--- src/rtl/sll_iter.sv ---
// Iterative 32-bit logical left shifter: one power-of-two stage per clock, start/ready handshake.
// Define SLL_OVF_EN to include sticky overflow detection on data_exception.
module sll_iter #(
  parameter int unsigned WIDTH = 32
) (
  input  logic             clock,
  input  logic             reset,
  input  logic             ctrl_shift,
  input  logic [WIDTH-1:0] data_operandA,
  input  logic [4:0]       ctrl_shiftamt,
  output logic [WIDTH-1:0] data_result,
  output logic             data_resultRDY,
  output logic             busy,
  output logic             data_exception
);

  localparam int unsigned AMT_W = 5;
  localparam int unsigned CNT_W = 3;
  localparam int unsigned SH_W  = 6;

  typedef enum logic [1:0] {IDLE, SHIFT, DONE} state_e;

  state_e           state_q, state_d;
  logic [WIDTH-1:0] work_q, work_d;
  logic [AMT_W-1:0] amt_q, amt_d;
  logic [CNT_W-1:0] cnt_q, cnt_d;
  logic [WIDTH-1:0] result_q, result_d;
  logic             rdy_q, rdy_d;
  logic             busy_q, busy_d;
  logic             exc_q, exc_d;
  logic [SH_W-1:0]  stage_sh;
  logic [WIDTH-1:0] stage_val;
`ifdef SLL_OVF_EN
  logic             ovf_q, ovf_d;
  logic             stage_lost;
`endif

  // Current stage: shift by 2^cnt; bits pushed past the MSB feed the sticky flag.
  always_comb begin
    stage_sh  = SH_W'(1) << cnt_q;
    stage_val = work_q << stage_sh;
`ifdef SLL_OVF_EN
    stage_lost = |(work_q >> (SH_W'(WIDTH) - stage_sh));
`endif
  end

  // Next-state and datapath control.
  always_comb begin
    state_d  = state_q;
    work_d   = work_q;
    amt_d    = amt_q;
    cnt_d    = cnt_q;
    result_d = result_q;
    exc_d    = exc_q;
`ifdef SLL_OVF_EN
    ovf_d    = ovf_q;
`endif

    case (state_q)
      IDLE, DONE: begin
        state_d = IDLE;
        if (ctrl_shift) begin
          state_d = SHIFT;
          work_d  = data_operandA;
          amt_d   = ctrl_shiftamt;
          cnt_d   = '0;
`ifdef SLL_OVF_EN
          ovf_d   = 1'b0;
`endif
        end
      end
      SHIFT: begin
        if (amt_q[cnt_q]) begin
          work_d = stage_val;
`ifdef SLL_OVF_EN
          ovf_d  = ovf_q | stage_lost;
`endif
        end
        cnt_d = cnt_q + CNT_W'(1);
        if (cnt_q == CNT_W'(4)) begin
          state_d  = DONE;
          result_d = work_d;
`ifdef SLL_OVF_EN
          exc_d    = ovf_d;
`else
          exc_d    = 1'b0;
`endif
        end
      end
      default: state_d = IDLE;
    endcase

    rdy_d  = (state_d == DONE);
    busy_d = (state_d == SHIFT);
  end

  always_ff @(posedge clock) begin
    if (reset) begin
      state_q  <= IDLE;
      work_q   <= '0;
      amt_q    <= '0;
      cnt_q    <= '0;
      result_q <= '0;
      rdy_q    <= 1'b0;
      busy_q   <= 1'b0;
      exc_q    <= 1'b0;
`ifdef SLL_OVF_EN
      ovf_q    <= 1'b0;
`endif
    end else begin
      state_q  <= state_d;
      work_q   <= work_d;
      amt_q    <= amt_d;
      cnt_q    <= cnt_d;
      result_q <= result_d;
      rdy_q    <= rdy_d;
      busy_q   <= busy_d;
      exc_q    <= exc_d;
`ifdef SLL_OVF_EN
      ovf_q    <= ovf_d;
`endif
    end
  end

  assign data_result    = result_q;
  assign data_resultRDY = rdy_q;
  assign busy           = busy_q;
  assign data_exception = exc_q;

endmodule

--- config.mk ---
export PLATFORM = sky130hd
export DESIGN_NAME = sll_iter
export DESIGN_NICKNAME = d
export VERILOG_FILES = /design/src/rtl/sll_iter.sv
export SDC_FILE = /design/constraint.sdc
export NUM_CORES = 1
export LEC_CHECK = 0
export ABC_AREA = 1
export BUFFER_PORTS_ARGS = -buffer_cell sky130_fd_sc_hd__buf_2
export CELL_PAD_IN_SITES_DETAIL_PLACEMENT = 1
export CELL_PAD_IN_SITES_GLOBAL_PLACEMENT = 2
export CORE_MARGIN = 4
export CORE_UTILIZATION = 33
export CTS_CLUSTER_DIAMETER = 30
export DETAILED_ROUTE_END_ITERATION = 8
export MAX_ROUTING_LAYER = met4
export PLACE_DENSITY_LB_ADDON = 0.1
export SYNTH_ARGS = -nofsm -noshare
export SYNTH_HDL_FRONTEND = slang
export SYNTH_SLANG_ARGS = --single-unit
--- constraint.sdc ---
create_clock -name clock -period 4.05 [get_ports clock]
set_input_delay 0.405 -clock clock [delete_from_list [all_inputs] [get_ports clock]]
set_output_delay 0.405 -clock clock [all_outputs]
set_load 0.1 [all_outputs]
# == Yosys cells after proc, flatten, opt, wreduce, memory -nomap -nowiden ==
# Cells that the tools add are included.
# word_totals
reg_bits,76
latch_bits,0
ramBits,0
romBits,0
in_bits,40
out_inout_bits,35
elab_cells,33
mem_count,0
# classes
add_sub_neg,1
multipliers,0
div_mod_pow,0
magnitude_cmp,1
eq_ne,6
shift,2
n_mux,10
n_bitwise,0
reduce_logical,6
# op_table
cell,count
two-way mux 32 bit,2
case mux 32 bit (2 select lines),1
left shift 32 x 6 -> 32 bit,1
case mux 3 bit (2 select lines),1
AND reduction 2 bit,3
"left shift 1 x 3 -> 6 bit, first input constant",1
"equality test 2 x 1 -> 1 bit, second input constant",2
"equality test 2 bit, second input constant",2
"less-than comparator 3 x 4 -> 1 bit, second input constant",1
case mux 2 bit (2 select lines),1
"adder 3 x 1 -> 3 bit, second input constant",1
binary-select mux 1 bit (select 3 bit),1
"equality test 3 bit, second input constant",1
two-way mux 3 bit,1
logical NOT 2 bit,1
two-way mux 1 bit,2
two-way mux 2 bit,1
"!= test 2 bit, second input constant",1
nonzero test 2 bit,1
OR reduction 2 bit,1

# == Longest topological paths before layout ==
# logic_depth
ltp_word,4
mapped_depth,15
mapped_depth_nobuf,14

# == Least setup slack after synthesis ==
# Ideal clock, no wire load.
# synth_path
path_type,register -> register
start,register cnt_q[2]
end,register work_q[15]
setup_time_ns,0.128
arrival_time_ns,1.934
required_ns,3.922
setup_slack_ns,1.988
path_stages_with_launch,13
n_path_buf,4
synth_period_minus_slack_ns,2.062
cell_sequence,dfxtp_1 -> inv_2 -> buf_6 -> buf_6 -> ha_1 -> buf_2 -> clkinv_1 -> buf_1 -> nand3_1 -> nand3_1 -> nand2_1 -> a21oi_1 -> nor2_1
# synth_via
elab_chain_len,4
word_cells_on_any_way,6
classes_between,2 x shift; 4 x mux
# synth_lines
element,line,rtl
start: declaration,26,"logic [CNT_W-1:0] cnt_q, cnt_d;"
start signal: assignment,114,cnt_q <= cnt_d;
left shift 1 x 3 -> 6 bit / binary-select mux 1 bit (select 3 bit) (equally long branches),"40, 73",
left shift 32 x 6 -> 32 bit / two-way mux 1 bit (equally long branches),"41, 73",
two-way mux 32 bit *,73,if (amt_q[cnt_q]) begin
case mux 32 bit (2 select lines) *,59,case (state_q)
end signal: assignment,112,work_q <= work_d;
end: declaration,24,"logic [WIDTH-1:0] work_q, work_d;"
# Mark *: on every way between the ends. The rest lies on a longest branch, timed or not. The select of a mux whose other input is x is not followed.
# A chain may end at the register's enable or synchronous reset.

# == Worst setup path after layout ==
# layout_path
start,register cnt_q[2]
end,register work_q[31]
# The elaborated chain is that of the path after synthesis.

==> impl_metrics.tcl <==
set metrics [dict create \
    status "finished, final reports clean" \
    cp_max_fo 30 \
    ys.flop_type "dfxtp_1" \
    r2r_start "cnt_q[2]$_SDFFE_PP0P_" \
    critPathLaunchType "flip-flop" \
    clkLatencyLatePin_ns 0.35 \
    grt_use_total_pct 26.56 \
    grt_pass1_vias 6065 \
    dp_cells 1057 \
    start_util_pct 33.80 \
    period_minus_slack_ns 2.848 \
    clkSinkCount 76 \
    hold_path_class "in -> reg" \
    rsz0062_at_grt "no" \
    postCtsHoldBufs 0 \
    holdPathEnd "amt_q[4]$_SDFFE_PP0N_" \
    cts_tree "built" \
    grt_pass1_wl_mm 35.68 \
    synth_area_sq_mm 0.005139 \
    async_reset_ff_share_pct 0 \
    antenna_left 0 \
    drtPass1Iterations 4 \
    cts_root_buf "clkbuf_16" \
    maxSlewViolCount 0 \
    syn_nets 885 \
    hp-start "ctrl_shiftamt[4]" \
    setup-violations-final 0 \
    fin_crit_sh_pct 70.33 \
    r2r_cells 9 \
    power_density_mw_per_mm2 417.6 \
    nets 925 \
    die_w_microns 132.8 \
    path_class "reg -> reg" \
    clockBufferDepth 2 \
    maxSlewHeadroom_pct 19.02 \
    core_area_sq_mm 0.01520 \
    rrSetupSlack_ns 1.20 \
    synth_seq_cells 76 \
    p_leak_nw 2.848 \
    via_per_inst 5.544 \
    ys_warn_count 0 \
    synth-edff-count 0 \
    numCtsBuffers 9 \
    hold_viol_final 0 \
    required_ns 4.33 \
    synth.largest_area_cell "dfxtp_1" \
    grt_max_degree 44 \
    gp_congestion 0.9489 \
    synth_cell_types 31 \
    synth_top_area_share_pct 29.61 \
    fin_skew_ns 0.01159 \
    ioPinCount 75 \
    timing.rr.end "work_q[31]$_SDFFE_PP0P_" \
    h-tree-depth 3 \
    wl_per_cell_microns 21.00 \
    hold_ws_ns 0.3198 \
    min_path_cells 3 \
    cts_resized 0 \
    dieHeight_microns 132.8 \
    die_area_sq_mm 0.01763 \
    diodes 0 \
    routed_wirelength_mm 22.53 \
    yosysSeqAreaShare_pct 29.61 \
    finalNonFillerCells 1073 \
    critPathArrivalTime_ns 3.12 \
    hpwl_mm 16.52 \
    end_kind "flip-flop" \
    area_delta_synth_final_pct 14.10 \
    path_clk_slew_ns 0.07 \
    ir_drop_uv 196.0 \
    row_count 45 \
    num_vias 5949 \
    gr-total-overflow 0 \
    max_freq_ghz 0.3511 \
    tightestPinTransition_ns 1.213 \
    first_iter_violations 439 \
    cts_setup_buffers 0 \
    syn_inst 840 \
    fin_setup_tns_ns 0 \
    drive_gt1_share_pct 15.59 \
    drc_errors 0 \
    synth.area.top_cells "dfxtp_1 30%, nand3_1 20%, nand2_1 18%, o21ai_0 4.4%, inv_1 3.7%" \
    syn_avg_cell_area_sq_um 6.117 \
    cap_violations 0 \
    io_buffer_count 73 \
    antenna_found_initial 0 \
]
-- synth_stat cells, types with 4 or more instances --
library cell	number
nand3_2	14
ha_1	5
clkbuf_1	23
nand2_1	244
a31oi_1	9
o21ai_1	11
inv_1	51
nand2_2	4
dfxtp_1	76
nand3_1	209
buf_2	18
o21ai_0	45
a21oi_1	37
a22o_1	7
buf_4	6
buf_6	5
inv_2	9
nor2_1	41
-- cell type report --
| cell class | instances | area, sq um |
|---|---|---|
| clock buffer | 9 | 225.2 |
| clock inverter | 7 | 105.1 |
| fill | 2064 | 9339 |
| inverter | 61 | 229.0 |
| multi-input combinational | 648 | 3099 |
| sequential | 76 | 1521 |
| tap | 188 | 235.2 |
| timing repair buffer | 84 | 447.9 |
-- through the flow --
stage	area (sq um)	total power [mW]	utilization, %	worst slack, ns
6_report	5863	2.448	38.57	1.202
5_1_grt	5863	2.580	38.57	1.032
4_1_cts	5863	2.463	38.57	1.216
3_5_place_dp	5533	1.533	36.40	1.235
3_3_place_gp	5533	1.522	36.40	1.278
2_1_floorplan	5139	1.324	-	1.988
-- sequential cells by signal, indices dropped and copies added, names as in the netlist --
signal,cells
data_result,32
data_resultRDY,1
amt_q,5
busy,1
state_q,2
work_q,32
cnt_q,3
-- critical path: stages, from the launching register on --
cell     delay [ns]
dfxtp_1        0.37
inv_2          0.42
nand2_2        0.09
inv_1          0.80
nand3_1        0.30
nand3_1        0.19
nand3_1        0.16
nand3_1        0.22
nand2_1        0.08
a21oi_1        0.12
-- worst max path at each step --
| stage | start | to | slack [ns] |
|---|---|---|---|
| 3_5_place_dp | cnt_q[2]$_SDFFE_PP0P_ | work_q[31]$_SDFFE_PP0P_ | 1.23 |
| 4_1_cts | cnt_q[2]$_SDFFE_PP0P_ | work_q[31]$_SDFFE_PP0P_ | 1.22 |
| 3_3_place_gp | cnt_q[2]$_SDFFE_PP0P_ | work_q[31]$_SDFFE_PP0P_ | 1.28 |
| 2_1_floorplan | cnt_q[2]$_SDFFE_PP0P_ | work_q[15]$_SDFFE_PP0P_ | 1.99 |
| 6_report | cnt_q[2]$_SDFFE_PP0P_ | work_q[31]$_SDFFE_PP0P_ | 1.20 |
| 5_1_grt | cnt_q[2]$_SDFFE_PP0P_ | work_q[31]$_SDFFE_PP0P_ | 1.03 |
-- placed cells by master (no fill, tap or decap), types with 2 or more instances in the layout --
cell       synthesis  final
nand4_1            3      3
nand2_4            2      2
inv_6              0      2
o21ai_1           11     11
a21oi_1           37     37
nand3_1          209    209
a211oi_1           2      2
buf_2             18     73
nand2_1          244    244
ha_1               5      5
dfxtp_1           76     76
o21ai_0           45     45
inv_2              9      9
nor2_1            41     41
o22ai_1            3      3
buf_4              6     11
a21oi_2            3      3
inv_8              0      2
clkbuf_16          0      9
nand2_2            4      4
nand3_2           14     14
inv_1             51     51
nor2_2             3      3
bufinv_16          0      2
nor2_4             2      2
a22o_1             7      7
a31oi_1            9      9
-- power by group --
part / internal (mW) / switching, mW / total (mW)
clock network: 0.552 / 0.372 / 0.924
logic: 0.200 / 0.508 / 0.709
registers: 0.783 / 0.0320 / 0.815
-- cells by family (layout without fill, tap and decap cells) --
family                   after synthesis  after routing  share of synthesized area (%)
AND/OR/NAND/NOR                      523            523                          46.14
other                                  1              1                        0.07298
buffers and inverters                116            161                          10.08
AO/OA/AOI/OAI                        119            119                          12.88
adder cells (fa/ha/maj)                5              5                          1.217
flip-flops                            76             76                          29.61
-- routing by layer --
layer  wire length [microns]  global-route usage, %  share of wire, %
met1                   11150                  38.82                49
met5                       0                      -                 0
met2                    9922                  39.45                44
met3                    1164                  3.118               5.2
met4                     294                  5.427               1.3
No activity file was read; power rests on OpenSTA's default activity.
